--- config.mk ---
export PLATFORM = sky130hd
export DESIGN_NAME = maddness_ctrl
export DESIGN_NICKNAME = d
export VERILOG_FILES = /design/src/rtl/maddness_ctrl.sv
export SDC_FILE = /design/constraint.sdc
export NUM_CORES = 1
export LEC_CHECK = 0
export CAP_MARGIN = 20
export CORE_ASPECT_RATIO = 1.2
export CORE_UTILIZATION = 50
export CTS_CLUSTER_DIAMETER = 200
export DETAILED_ROUTE_END_ITERATION = 8
export DONT_BUFFER_PORTS = 1
export PLACE_DENSITY = 0.74
export REMOVE_ABC_BUFFERS = 1
export SLEW_MARGIN = 20
export SYNTH_ARGS = -nofsm -noshare
export SYNTH_HDL_FRONTEND = slang
export SYNTH_SLANG_ARGS = --single-unit
--- constraint.sdc ---
create_clock -name clk -period 3.65 [get_ports clk]
set_clock_uncertainty 0.1 [all_clocks]
set_input_delay 0.365 -clock clk [delete_from_list [all_inputs] [get_ports clk]]
set_output_delay 0.365 -clock clk [all_outputs]
set_load 0.1 [all_outputs]
--- src/rtl/maddness_ctrl.sv ---
// Sequencer for the MADDNESS core: streams configuration words into the core's memory,
// gates sample admission until configuration is complete, and tracks in-flight samples.
module maddness_ctrl #(
  parameter int layers     = 4,
  parameter int trees      = 4,
  parameter int output_len = 8,
  parameter int bits       = 8,
  localparam int MEMSIZE   = layers*trees + (2**layers-1)*trees + trees*output_len*(2**layers),
  localparam int ADDR_LEN  = $clog2(MEMSIZE),
  localparam int LAT       = layers + $clog2(trees),
  localparam int INF_W     = $clog2(LAT+1)
) (
  input  logic                clk,
  input  logic                rst,
  input  logic                cfg_start,
  input  logic                cfg_valid,
  input  logic [bits-1:0]     cfg_data,
  output logic                cfg_ready,
  output logic                cfg_done,
  output logic                configured,
  output logic [bits-1:0]     mem_num,
  output logic [ADDR_LEN-1:0] mem_addr,
  output logic                mem_write,
  input  logic                in_valid,
  output logic                in_ready,
  output logic                out_valid,
  output logic [INF_W-1:0]    inflight
);

  typedef enum logic [2:0] {
    UNCFG,
    LOAD,
    SETTLE,
    ACTIVE,
    DRAIN
  } state_e;

  localparam logic [ADDR_LEN-1:0] LAST_ADDR = ADDR_LEN'(MEMSIZE-1);

  state_e              state_q, state_d;
  logic [ADDR_LEN-1:0] cnt_q, cnt_d;
  logic                mem_write_q;
  logic [ADDR_LEN-1:0] mem_addr_q;
  logic [bits-1:0]     mem_num_q;
  logic                cfg_done_q;
  logic [INF_W-1:0]    inflight_q, inflight_d;
  logic [LAT-1:0]      vld_q;

  logic beat;
  logic fire;

  assign beat = cfg_valid & (state_q == LOAD);
  assign fire = in_valid & in_ready;

  always_comb begin
    state_d    = state_q;
    cnt_d      = cnt_q;
    cfg_ready  = 1'b0;
    in_ready   = 1'b0;
    configured = 1'b0;
    case (state_q)
      UNCFG: begin
        if (cfg_start) begin
          state_d = LOAD;
          cnt_d   = '0;
        end
      end
      LOAD: begin
        cfg_ready = 1'b1;
        if (beat) begin
          cnt_d = cnt_q + 1'b1;
          if (cnt_q == LAST_ADDR) begin
            state_d = SETTLE;
          end
        end
      end
      SETTLE: begin
        state_d = ACTIVE;
      end
      ACTIVE: begin
        configured = 1'b1;
        // A reconfiguration request wins over sample admission in the same cycle.
        in_ready   = ~cfg_start;
        if (cfg_start) begin
          state_d = DRAIN;
        end
      end
      DRAIN: begin
        if (inflight_q == '0) begin
          state_d = LOAD;
          cnt_d   = '0;
        end
      end
      default: begin
        state_d = UNCFG;
      end
    endcase
  end

  always_comb begin
    inflight_d = inflight_q;
    if (fire && !vld_q[LAT-1]) begin
      inflight_d = inflight_q + 1'b1;
    end else if (!fire && vld_q[LAT-1]) begin
      inflight_d = inflight_q - 1'b1;
    end
  end

  always_ff @(posedge clk) begin
    if (rst) begin
      state_q     <= UNCFG;
      cnt_q       <= '0;
      mem_write_q <= 1'b0;
      mem_addr_q  <= '0;
      mem_num_q   <= '0;
      cfg_done_q  <= 1'b0;
      inflight_q  <= '0;
      vld_q       <= '0;
    end else begin
      state_q     <= state_d;
      cnt_q       <= cnt_d;
      mem_write_q <= beat;
      if (beat) begin
        mem_addr_q <= cnt_q;
        mem_num_q  <= cfg_data;
      end
      cfg_done_q  <= (state_q == SETTLE);
      inflight_q  <= inflight_d;
      // Mirrors the core pipeline: a sample admitted now emerges LAT cycles later.
      vld_q       <= {vld_q[LAT-2:0], fire};
    end
  end

  assign cfg_done  = cfg_done_q;
  assign mem_write = mem_write_q;
  assign mem_addr  = mem_addr_q;
  assign mem_num   = mem_num_q;
  assign out_valid = vld_q[LAT-1];
  assign inflight  = inflight_q;

endmodule

Yosys cells after proc, flatten, opt, wreduce, memory -nomap -nowiden
Index checks and enable logic that the tools add are counted.
{ "totals": {"reg_bits": 42, "in_bits": 13, "out_inout_bits": 27} }
{ "op_classes": {"n_addsub": 3, "n_reduce_logical": 10, "bitwise": 3, "mux": 15, "eq_ne": 10} }
{ "ops": {"columns": ["cell", "count"], "rows": [
  ["10-bit 2-to-1 mux", 3],
  ["10-bit case mux with 3 select lines", 1],
  ["3-bit 2-to-1 mux", 7],
  ["3-bit case mux with 5 select lines", 1],
  ["10-bit by 1-bit adder with 10-bit output (second input constant)", 1],
  ["10-bit == test (second input constant)", 1],
  ["2-bit inequality test (second input constant)", 4],
  ["3-bit by 2-bit == test with 1-bit output (second input constant)", 2],
  ["3-bit logical NOT", 2],
  ["5-bit AND reduction", 1],
  ["4-bit AND reduction", 1],
  ["3-bit by 1-bit adder with 3-bit output (second input constant)", 1],
  ["3-bit by 1-bit == test with 1-bit output (second input constant)", 1],
  ["3-bit == test (second input constant)", 1],
  ["1-bit 2-to-1 mux", 3],
  ["3-bit nonzero test", 1],
  ["3-bit by 1-bit subtractor with 3-bit output (second input constant)", 1],
  ["1-bit bitwise AND", 2],
  ["1-bit logical AND", 2],
  ["1-bit logical NOT", 2],
  ["2-bit by 1-bit inequality test with 1-bit output (second input constant)", 1],
  ["2-bit nonzero test", 1],
  ["1-bit inverter", 1]
]} }

Depth between registers and ports, before layout
Gate-level depths: netlist of run 1.
{ "depth": {"word_depth": 7, "ltp_mapped": 10, "ltp_nobuf": 9} }

Worst setup path before layout of run 1
No wires, ideal clock.
{ "synth_path": {"path_type": "register -> register", "from": "register state_q[1]", "to": "register inflight_q[2] (netlist: inflight[2])", "t_arrival_ns": 4.233, "slack_ns": -0.753, "path_stages_with_launch": 11, "cell_sequence": "dfxtp_1 -> buf_4 -> and3b_1 -> nor2b_1 -> and2_1 -> ha_1 -> inv_1 -> fa_1 -> xor2_1 -> or3_1 -> a21oi_1"} }
{ "synth_between": {"elab_chain_cells": 6, "elab_cells_between_ends": 8, "classes_between": "eq/ne (1); mux (2); bitwise (1); reduce/logical (4)"} }
{ "synth_rtl": {"columns": ["item", "line", "text"], "rows": [
  ["from (decl)", "40", "state_e state_q, state_d;"],
  ["from (signal assigned)", "120", "state_q <= state_d;"],
  ["3-bit by 2-bit == test with 1-bit output (*)", "61", "case (state_q)"],
  ["1-bit 2-to-1 mux (*)", "61", null],
  ["via in_ready", "25", "output logic in_ready,"],
  ["1-bit bitwise AND (*)", "53", "assign fire = in_valid & in_ready;"],
  ["via fire", "50", "logic fire;"],
  ["1-bit logical NOT", "104", "end else if (!fire && vld_q[LAT-1]) begin"],
  ["1-bit logical AND", "104", null],
  ["2-bit nonzero test (no line)", null, null],
  ["to (signal assigned)", "128", "inflight_q <= inflight_d;"],
  ["to (decl)", "46", "logic [INF_W-1:0] inflight_q, inflight_d;"]
]} }
Mark *: on every way through the listed nets, which the timed path passes. The rest lies on a longest branch.
A chain may end at the register's enable or synchronous reset.

Worst setup path after layout of run 1
{ "layout_path": {"from": "register state_q[0]", "to": "register inflight_q[2] (netlist: inflight[2])"} }
{ "layout_between": {"elab_chain_cells": 6, "elab_cells_between_ends": 8, "classes_between": "eq/ne (1); mux (2); bitwise (1); reduce/logical (4)"} }
{ "layout_rtl": {"columns": ["item", "line"], "rows": [
  ["3-bit by 2-bit == test with 1-bit output (*)", "61"],
  ["1-bit 2-to-1 mux (*)", "61"],
  ["1-bit bitwise AND (*)", "53"],
  ["via fire", "50"],
  ["1-bit logical NOT", "104"],
  ["1-bit logical AND", "104"],
  ["2-bit nonzero test (no line)", null]
]} }
Marks and branches as above.

==> qor.csv, run 1 <==
stage,metric,value,unit
logic_synthesis,synth_compound_area_frac,0.137,
setup_path,required,3.77,ns
power,finalPower,0.973,mW
place,place.gp.congestion,0.844,
floorplanning,die_area,0.00375,mm^2
finish,num-nets-final,215,
route,routed_wl,3440,um
logic_synthesis,netlist_instances,198,
cts,hold_buffers,0,
floorplanning,die_h,66.9,um
setup_path,crit_type,register to register,
finish,utilization,0.575,
cts,cts_tree,done,
cts,clk_latency,0.29,ns
finish,layout-drive-gt1-share,0.105,
sta,setup_violations,0,
logic_synthesis,synth_common_cells,"dfxtp_1 (42), nand2_1 (41), a21oi_1 (25)",
logic_synthesis,synth_area_leaders,"dfxtp_1 (48%), nand2_1 (8.8%), a21oi_1 (7.1%)",
setup_path,cp.buffers_inverters,1,
route,drt_iter0_markers,77,
sta,maxSlewHeadroom,0.341,
sta,period_needed,2.59,ns
cts,cts.sinks,42,
logic_synthesis,ys_ff_latch,42,
power,p_int,0.749,mW
logic_synthesis,yosysWarningCount,0,
global_route,grt_max_degree,35,
power,clockPowerShare,0.443,
setup_path,slowest_delay,0.65,ns
sta,slew_violations,0,
logic_synthesis,synth_area_per_cell,8.87,um^2
route,drc,0,
global_route,track_usage,0.195,
power,p_comb_frac,0.037,
setup_path,rrSetupSlack,1.06,ns
setup_path,cp-end-kind,register,
global_route,grt_pass1_wl,5600,um
route,wl_per_cell,14.5,um
sta,hold_viol_final,0,
route,vias_per_cell,5.84,
route,num_vias,1384,
logic_synthesis,ys_types,44,
cts,clock-root-buffer,clkbuf_8,
global_route,grt_pass1_vias,1247,
setup_path,cp.arrival,2.71,ns
cts,htreeDepth,2,
cts,post_cts_buffers,0,
route,firstDrtPassIters,4,
finish,n_fill_cell,288,
setup_path,path_cells,"and3b_1, nor2b_2, and2_1, ha_1, inv_1, fa_1, xor2_1, or3_1, a21oi_1",
global_route,antenna_found_initial,0,
logic_synthesis,synth_area_leader_cell,dfxtp_1,
cts,cts-resized-gates,0,
hold_path,worstHoldPathType,input pin to register,
global_route,grt_overflow,0,
logic_synthesis,synth_top_flop_cell,dfxtp_1,
floorplanning,start_util,0.526,
power,leakage,0.682,nW
logic_synthesis,yosysSeqAreaShare,0.479,
setup_path,slowest_stage,dfxtp_1,
logic_synthesis,synth_top_family_by_area,simple AND/OR/NAND/NOR gates,
power,sw_frac_of_total,0.230,
route,postRouteAntennaNets,0,
floorplanning,die_w,56.1,um
logic_synthesis,yosys.area_share.adder,0.0257,
power,p_per_area,507,mW/mm^2
logic_synthesis,synth-edff-count,0,
setup_path,cp-start-kind,register,
power,p_sw,0.223,mW
logic_synthesis,synth_xor_area_frac,0.0200,
sta,tightest_slew,0.987,ns
place,dp_hpwl,2360,um
sta,whs,0.0352,ns
floorplanning,floorplan.core_area,0.00334,mm^2
logic_synthesis,synth-simple-area-share,0.278,
setup_path,crit_family,simple AND/OR/NAND/NOR gates,
sta,min_period_over_period,0.710,
job,cap_violations,0,
sta,max_freq,386,MHz
sta,rsz0062_at_grt,no,
setup_path,cp_max_fo,15,
finish,area_delta_synth_final,9.34,%
logic_synthesis,muxShareOfSynthArea,0.0178,
sta,setup_tns,0,ns
power,power_frac_seq,0.521,
cts,path_clk_slew,0.08,ns
logic_synthesis,netlist.area_leader.share,0.479,
logic_synthesis,yosysMostFrequentCell,dfxtp_1,
floorplanning,rows,23,
finish,n_antenna_cell,0,
place,portBuffers,0,
logic_synthesis,synth_area,0.00176,mm^2
cts,cts_made_buffers,5,
outcome,status,completed,
cts,ctsLongestPathBuffers,2,
logic_synthesis,synthArstFlopShare,0,
power,ir_drop,0.458,mV
floorplanning,io_pins,40,
[per-layer routing]
metal | routed length (um) | global-route usage | part of all wire | vias up
met1 | 1390 | 0.216 | 0.40 | 652
met2 | 1780 | 0.332 | 0.52 | 40
met4 | 91 | 0.101 | 0.026 | 0
met5 | 0 | 0 | 0 | -
li1 | - | - | - | 683
met3 | 180 | 0.0660 | 0.052 | 9
[worst reg2reg max path: stages, from the launching register on]
cell	delay, ns
dfxtp_1	0.65
and3b_1	0.25
nor2b_2	0.15
and2_1	0.16
ha_1	0.20
inv_1	0.07
fa_1	0.37
xor2_1	0.15
or3_1	0.31
a21oi_1	0.14
[layout make-up]
class	instances	area [um^2]	area share
inverters	2	7.51	0.00391
clock buffers	5	68.8	0.0359
well taps	37	46.3	0.0241
flip-flops and latches	42	841	0.438
clock inverters	3	68.8	0.0359
repair buffers	6	45.0	0.0235
multi-input cells	142	842	0.439
[sequential cells by signal (all words and copies together), names as in the netlist]
signal     cells
cfg_done       1
cnt_q         10
inflight       3
mem_addr      10
mem_num        8
mem_write      1
state_q        3
vld_q          6
[power groups by stage]
| stage | Clock [mW] | Combinational (mW) | Sequential, mW |
|---|---|---|---|
| after global routing | 0.459 | 0.0404 | 0.507 |
| after global placement | 0 | 0.0340 | 0.516 |
| after detailed placement | 0 | 0.0362 | 0.517 |
| final | 0.430 | 0.0359 | 0.506 |
| after floorplan | 0 | 0.0295 | 0.515 |
| after CTS | 0.439 | 0.0363 | 0.506 |
[layout by cell type (no fill, tap or decap), types with 2 or more instances in the layout]
master	n
and4_1	3
a21oi_1	25
nand4_1	2
nand2_1	41
and2_1	3
buf_4	6
clkbuf_8	5
inv_1	2
nand3_1	4
dfxtp_1	42
nor2_1	9
nor4b_1	2
bufinv_16	2
nor2b_1	6
ha_1	2
mux2i_1	2
o21ai_0	8
xor2_1	4
or3_1	6
[path summary, 6_finish.rpt]
check	start	endpoint	cells after the start
max	state_q[0]	inflight[2]	9
min	rst	mem_addr[5]	1
max reg2reg	state_q[0]	inflight[2]	9
min reg2reg	vld_q[0]	vld_q[1]	1
[cells by family after synthesis]
kind of cell | count (synthesis)
compound gates | 42
flops | 42
buf+inv | 14
mux | 3
fa+ha+maj | 3
simple gates | 90
xor+xnor | 4
[through the flow]
step	worst slack, ns	instance area, um^2	cells
after floorplan	-0.848	1690	186
after global placement	1.24	1780	229
after detailed placement	1.07	1780	229
after CTS	1.05	1920	237
after global routing	0.913	1920	237
final	1.06	1920	237
Note: power is estimated with default switching activity, not from simulation.
==> run 2, diff against run 1 <==
==> constraint.sdc (replaced) <==
create_clock -name clk -period 2.54 [get_ports clk]
set_clock_uncertainty 0.1 [all_clocks]
set_input_delay 0.254 -clock clk [delete_from_list [all_inputs] [get_ports clk]]
set_output_delay 0.254 -clock clk [all_outputs]
set_load 0.1 [all_outputs]
==> run 2 against run 1 <==
First-iteration DRC count fell by 17%. Worst setup slack worse by 0.81 ns. Worst hold slack improved by 0.0084 ns. Routed wire length up 4.8%. Sequential share of layout area is 4.7 points lower. Via count increased by 8.3%. Critical path depth down 3. Clock-buffer cell count grew 2. Sequential power up 34%.
==> qor.csv, run 2 (synthesis results as in run 1) <==
stage,metric,value,unit,change
place,place.gp.congestion,0.830,,was 0.844
floorplanning,die_h,66.9,um,unchanged
finish,utilization,0.644,,was 0.575
sta,slew_violations,0,,unchanged
floorplanning,floorplan.core_area,0.00334,mm^2,unchanged
sta,maxSlewHeadroom,0.374,,was 0.341
sta,whs,0.0436,ns,was 0.0352 ns
global_route,track_usage,0.205,,was 0.195
setup_path,rrSetupSlack,0.25,ns,was 1.06 ns
sta,period_needed,2.29,ns,was 2.59 ns
setup_path,path_cells,"buf_4, nor2_1, nand3_2, nand2_1, a21oi_1, dlygate4sd3_1",,"was and3b_1, nor2b_2, and2_1, ha_1, inv_1, fa_1, xor2_1, or3_1, a21oi_1"
cts,ctsLongestPathBuffers,2,,unchanged
power,leakage,0.829,nW,was 0.682 nW
finish,n_antenna_cell,0,,unchanged
finish,layout-drive-gt1-share,0.194,,was 0.105
outcome,status,completed,,unchanged
route,num_vias,1499,,was 1384
sta,min_period_over_period,0.901,,was 0.710
sta,rsz0062_at_grt,no,,unchanged
route,vias_per_cell,5.57,,was 5.84
global_route,grt_overflow,0,,unchanged
setup_path,cp.arrival,2.37,ns,was 2.71 ns
job,cap_violations,0,,unchanged
global_route,grt_pass1_wl,5870,um,was 5600 um
cts,path_clk_slew,0.07,ns,was 0.08 ns
setup_path,cp_max_fo,19,,was 15
route,firstDrtPassIters,4,,unchanged
finish,area_delta_synth_final,22.5,%,was 9.34%
setup_path,slowest_stage,dlygate4sd3_1,,was dfxtp_1
route,drc,0,,unchanged
power,ir_drop,0.573,mV,was 0.458 mV
setup_path,crit_type,register to register,,unchanged
setup_path,slowest_delay,0.58,ns,was 0.65 ns
cts,cts.sinks,42,,unchanged
route,wl_per_cell,13.4,um,was 14.5 um
cts,cts_tree,done,,unchanged
floorplanning,io_pins,40,,unchanged
global_route,grt_max_degree,32,,was 35
setup_path,cp.buffers_inverters,2,,was 1
setup_path,reg2reg_from,state_q[2],,was state_q[0]
floorplanning,rows,23,,unchanged
cts,cts_made_buffers,5,,unchanged
hold_path,hold_depth,2,,was 1
sta,tightest_slew,0.937,ns,was 0.987 ns
finish,multi_input_area,848,um^2,was 842 um^2
setup_path,cp-start-kind,register,,unchanged
finish,final_common_cell,dfxtp_1,,unchanged
cts,clock-root-buffer,clkbuf_8,,unchanged
power,finalPower,1.24,mW,was 0.973 mW
cts,htreeDepth,2,,unchanged
finish,final_cell_mix,"dfxtp_1 (42), nand2_1 (41), buf_4 (28)",,"was dfxtp_1 (42), nand2_1 (41), a21oi_1 (25)"
place,portBuffers,0,,unchanged
setup_path,r2r.worst_path.cells,6,,was 9
finish,num-nets-final,247,,was 215
sta,max_freq,437,MHz,was 386 MHz
setup_path,crit_family,simple AND/OR/NAND/NOR gates,,unchanged
hold_path,worstHoldStart,cfg_start,,was rst
finish,seqCellArea,841,um^2,unchanged
hold_path,min_to,state_q[2],,was mem_addr[5]
setup_path,reg2reg_to,mem_num[4],,was inflight[2]
route,postRouteAntennaNets,0,,unchanged
sta,hold_viol_final,0,,unchanged
hold_path,worstHoldPathType,input pin to register,,unchanged
route,routed_wl,3610,um,was 3440 um
floorplanning,start_util,0.526,,unchanged
floorplanning,die_area,0.00375,mm^2,unchanged
cts,clk_latency,0.29,ns,about the same
sta,setup_violations,0,,unchanged
route,drt_iter0_markers,64,,was 77
finish,n_fill_cell,279,,was 288
setup_path,cp-end-kind,register,,unchanged
place,dp_hpwl,2400,um,was 2360 um
global_route,grt_pass1_vias,1364,,was 1247
floorplanning,die_w,56.1,um,unchanged
power,p_per_area,577,mW/mm^2,was 507 mW/mm^2
global_route,antenna_found_initial,0,,unchanged
setup_path,required,2.62,ns,was 3.77 ns
[run 2: repair_timing]
| item | 4_1_cts | 5_1_grt |
|---|---|---|
| hold buffers | 9 | 0 |
| gates resized for setup | 0 | 2 |
| setup endpoints to repair | 0 | 1 |
| setup buffers | 0 | 0 |
| hold endpoints to repair | 31 | 0 |
[run 2: through the flow]
step	std cells	setup TNS (ns)	area [um^2]	setup slack, ns
2_1_floorplan	186	-6.55	1690	-1.96
3_3_place_gp	251	0	1950	0.442
3_5_place_dp	251	0	1950	0.344
4_1_cts	268	0	2130	0.0176
5_1_grt	269	0	2150	0.131
6_report	269	0	2150	0.252
[run 2: how the worst max path moves through the flow]
stage	endpoint	cells past startpoint	from	slack, ns
after floorplan	inflight[2]	9	state_q[0]	-1.96
after global placement	inflight[2]	9	state_q[2]	0.44
after detailed placement	inflight[2]	9	state_q[2]	0.34
after CTS	mem_num[4]	6	state_q[2]	0.02
after global routing	inflight[2]	9	state_q[2]	0.13
final	mem_num[4]	6	state_q[2]	0.25
[run 2: power breakdown]
part | switching, mW | internal, mW | leakage [nW]
clock | 0.210 | 0.219 | 0.0482
sequential | 0.0113 | 0.668 | 0.340
combinational | 0.0956 | 0.0368 | 0.441
total | 0.317 | 0.924 | 0.829
[run 2: area by class of cell]
class / instances / area share
Multi-Input combinational cell: 142 / 0.395
Sequential cell: 42 / 0.391
Timing Repair Buffer: 38 / 0.147
Clock buffer: 7 / 0.0402
Tap cell: 37 / 0.0215
Inverter: 2 / 0.00349
Clock inverter: 1 / 0.00233
[run 2: routing by layer]
layer	global-route usage	vias up	wire, um
met1	0.224	680	1490
met2	0.353	63	1790
li1	-	749	-
met4	0.101	0	59
met5	0	-	0
met3	0.0757	7	267
==> run 3, diff against run 2 <==
--- a/config.mk
+++ b/config.mk
@@ -5,12 +5,14 @@
 export SDC_FILE = /design/constraint.sdc
 export NUM_CORES = 1
 export LEC_CHECK = 0
+export ABC_AREA = 1
 export CAP_MARGIN = 20
 export CORE_ASPECT_RATIO = 1.2
 export CORE_UTILIZATION = 50
 export CTS_CLUSTER_DIAMETER = 200
 export DETAILED_ROUTE_END_ITERATION = 8
 export DONT_BUFFER_PORTS = 1
+export MAX_ROUTING_LAYER = met4
 export PLACE_DENSITY = 0.74
 export REMOVE_ABC_BUFFERS = 1
 export SLEW_MARGIN = 20
==> run 3 against run 2 <==
The flow now finishes with violations (DRC). Worst hold slack got worse by 0.028 ns. Routed wire length up 6.0%. Clock-buffer cell count shrank 1. Largest cell class is now registers. Worst setup slack improved by 0.11 ns. Die area grew 3.9%. Sequential share of layout area down 1.1 points. Highest routed layer unchanged. Final cell count increased by 19%. Non-clock buffer count shrank 3. Global-route usage rose by 1.9 points. Clock power is 6.1% higher. Critical path depth stayed put.
==> qor.csv, run 3 <==
stage,metric,value,unit,change
place,portBuffers,0,,unchanged
route,drc,6,,was 0
sta,min_period_over_period,0.857,,was 0.901
route,met2_length,1810,um,was 1790 um
logic_synthesis,netlist.area_leader.share,0.461,,was 0.479
finish,n_antenna_cell,0,,unchanged
sta,maxSlewHeadroom,0.379,,was 0.374
logic_synthesis,ys_ff_latch,42,,unchanged
power,leakage,0.938,nW,was 0.829 nW
cts,cts_tree,done,,unchanged
floorplanning,rows,23,,unchanged
logic_synthesis,synth_area_per_cell,7.39,um^2,was 8.87 um^2
place,dp_hpwl,2560,um,was 2400 um
cts,path_clk_slew,0.08,ns,was 0.07 ns
setup_path,reg2reg_to,mem_num[2],,was mem_num[4]
sta,period_needed,2.18,ns,was 2.29 ns
floorplanning,start_util,0.533,,was 0.526
global_route,grt_pass1_vias,1479,,was 1364
global_route,antenna_found_initial,0,,unchanged
floorplanning,floorplan.core_area,0.00342,mm^2,was 0.00334 mm^2
logic_synthesis,synth_top_flop_cell,dfxtp_1,,unchanged
route,vias_per_cell,5.09,,was 5.57
finish,final_common_cell,nand2_1,,was dfxtp_1
setup_path,crit_path_end,mem_num[2],,was mem_num[4]
outcome,status,"finished, violations left",,was completed
finish,multi_input_area,822,um^2,was 848 um^2
job,cap_violations,0,,unchanged
setup_path,r2r.worst_path.cells,6,,unchanged
setup_path,reg2reg_from,state_q[2],,unchanged
finish,fin_area,0.00221,mm^2,was 0.00215 mm^2
place,postPlaceCellArea,0.00202,mm^2,was 0.00195 mm^2
sta,slew_violations,0,,unchanged
route,wl_per_cell,12.0,um,was 13.4 um
route,wl_met3,262,um,was 267 um
logic_synthesis,synth-edff-count,0,,unchanged
logic_synthesis,synth_area_leaders,"dfxtp_1 (46%), nand2_1 (11%), a21oi_1 (8.0%)",,"was dfxtp_1 (48%), nand2_1 (8.8%), a21oi_1 (7.1%)"
setup_path,cp.arrival,2.33,ns,was 2.37 ns
finish,final_cell_mix,"nand2_1 (52), dfxtp_1 (42), nor2_1 (31)",,"was dfxtp_1 (42), nand2_1 (41), buf_4 (28)"
sta,max_freq,460,MHz,was 437 MHz
global_route,grt_pass1_wl,6370,um,was 5870 um
logic_synthesis,synth-simple-area-share,0.300,,was 0.278
logic_synthesis,yosysSeqAreaShare,0.461,,was 0.479
route,drt-met1-wl,1680,um,was 1490 um
power,p_per_area,1140,mW/mm^2,was 577 mW/mm^2
sta,setup_tns,0,ns,unchanged
setup_path,cp-start-kind,register,,unchanged
sta,tightest_slew,0.930,ns,was 0.937 ns
floorplanning,die_area,0.00390,mm^2,was 0.00375 mm^2
global_route,grt_overflow,0,,unchanged
cts,cts.sinks,42,,unchanged
route,routed.top_layer,met4,,unchanged
cts,clock-root-buffer,clkbuf_8,,unchanged
logic_synthesis,muxShareOfSynthArea,0,,was 0.0178
route,routed_wl,3830,um,was 3610 um
setup_path,required,2.69,ns,was 2.62 ns
global_route,grt_max_degree,27,,was 32
logic_synthesis,synth_area,0.00183,mm^2,was 0.00176 mm^2
finish,area_delta_synth_final,21.2,%,was 22.5%
route,postRouteAntennaNets,0,,unchanged
cts,htreeDepth,2,,unchanged
logic_synthesis,synth_top_family_by_area,simple AND/OR/NAND/NOR gates,,unchanged
floorplanning,io_pins,40,,unchanged
route,firstDrtPassIters,7,,was 4
sta,hold_viol_final,0,,unchanged
cts,clk_latency,0.30,ns,was 0.29 ns
sta,setup_violations,0,,unchanged
setup_path,rrSetupSlack,0.36,ns,was 0.25 ns
logic_synthesis,synth_compound_area_frac,0.121,,was 0.137
setup_path,cp_max_fo,26,,was 19
finish,layout-drive-gt1-share,0.191,,was 0.194
floorplanning,die_w,57.2,um,was 56.1 um
route,num_vias,1628,,was 1499
global_route,track_usage,0.224,,was 0.205
floorplanning,die_h,68.2,um,was 66.9 um
setup_path,crit_type,register to register,,unchanged
logic_synthesis,synthArstFlopShare,0,,unchanged
sta,rsz0062_at_grt,no,,unchanged
finish,seqCellArea,841,um^2,unchanged
logic_synthesis,netlist_instances,247,,was 198
outcome,failed_checks,DRC,,
logic_synthesis,yosysMostFrequentCell,nand2_1,,was dfxtp_1
logic_synthesis,ys_types,23,,was 44
cts,ctsLongestPathBuffers,2,,unchanged
place,place.gp.congestion,0.936,,was 0.830
logic_synthesis,yosys.area_share.adder,0.0247,,was 0.0257
setup_path,cp-end-kind,register,,unchanged
finish,n_fill_cell,280,,was 279
logic_synthesis,synth_xor_area_frac,0.00480,,was 0.0200
finish,num-nets-final,298,,was 247
cts,cts_made_buffers,5,,unchanged
logic_synthesis,synth_area_leader_cell,dfxtp_1,,unchanged
cts,cts-resized-gates,0,,unchanged
route,drt_iter0_markers,84,,was 64
setup_path,worstSetupStartpoint,state_q[2],,unchanged
logic_synthesis,synth_common_cells,"nand2_1 (52), dfxtp_1 (42), nor2_1 (31)",,"was dfxtp_1 (42), nand2_1 (41), a21oi_1 (25)"
hold_path,worstHoldPathType,input pin to register,,unchanged
logic_synthesis,yosysWarningCount,0,,unchanged
power,ir_drop,0.669,mV,was 0.573 mV
[run 3: cell count changes in the layout (fill, tap and decap cells not counted), sizes merged, moves of 6 or more]
cell   before  now
inv         2   32
nor2        9   37
or3         6    0
nand2      41   58
o21ai       8   15
nor2b       7    0
nand3       4   15
[run 3: worst min path at each step]
stage                   start         end  depth (start not counted)
floorplan                 rst    cnt_q[2]                          1
global placement          rst  mem_num[7]                          1
detailed placement        rst  mem_num[2]                          1
CTS                 cfg_start    vld_q[0]                          3
global route        cfg_start    vld_q[0]                          3
finish              cfg_start    vld_q[0]                          3
[run 3: metal layers]
layer / track usage / up-vias
li1: - / 852
met1: 0.245 / 724
met2: 0.379 / 46
met3: 0.0643 / 6
met4: 0.104 / 0
met5: - / -
[run 3: per-stage QoR]
step,setup slack (ns),std cells,power [mW],utilization,hold slack (ns)
floorplan,-0.295,240,1.85,-,0.223
global route,0.152,320,2.67,0.646,0.0445
finish,0.364,320,2.52,0.646,0.0160
CTS,0.362,320,2.54,0.646,0.0107
detailed placement,0.404,302,2.07,0.589,0.227
global placement,0.484,302,2.06,0.589,0.226
[run 3: cell families (layout without fill, tap and decap cells)]
| kind of cell | count (synthesis) | in the layout |
|---|---|---|
| AO/OA/AOI/OAI | 44 | 44 |
| XOR/XNOR | 1 | 1 |
| adder cells (fa/ha/maj) | 3 | 3 |
| AND/OR/NAND/NOR | 118 | 118 |
| buffers and inverters | 39 | 75 |
| flip-flops | 42 | 42 |
[run 3: worst max-delay path: stages, from the launching register on]
cell	delay (ns)
dfxtp_1	0.37
nor2_2	0.15
nand3_2	0.27
inv_2	0.43
nand2_1	0.10
a21oi_1	0.14
dlygate4sd3_1	0.56
[run 3: cell type report]
class                   instances  area share
well taps                      37      0.0209
repair buffers                 35       0.130
clock inverters                 2     0.00566
inverters                      32      0.0543
multi-input cells             166       0.372
flip-flops and latches         42       0.380
clock buffers                   6      0.0373
[run 3: report_power, final]
part	switching, mW	internal [mW]	total [mW]
logic	0.949	0.271	1.22
registers	0.0976	0.753	0.850
clock network	0.237	0.218	0.455
[run 3: timing repair]
item / 4_1_cts / 5_1_grt
endpoints found under the hold margin: 21 / 0
hold buffers: 10 / 0
buffers inserted: 0 / 0
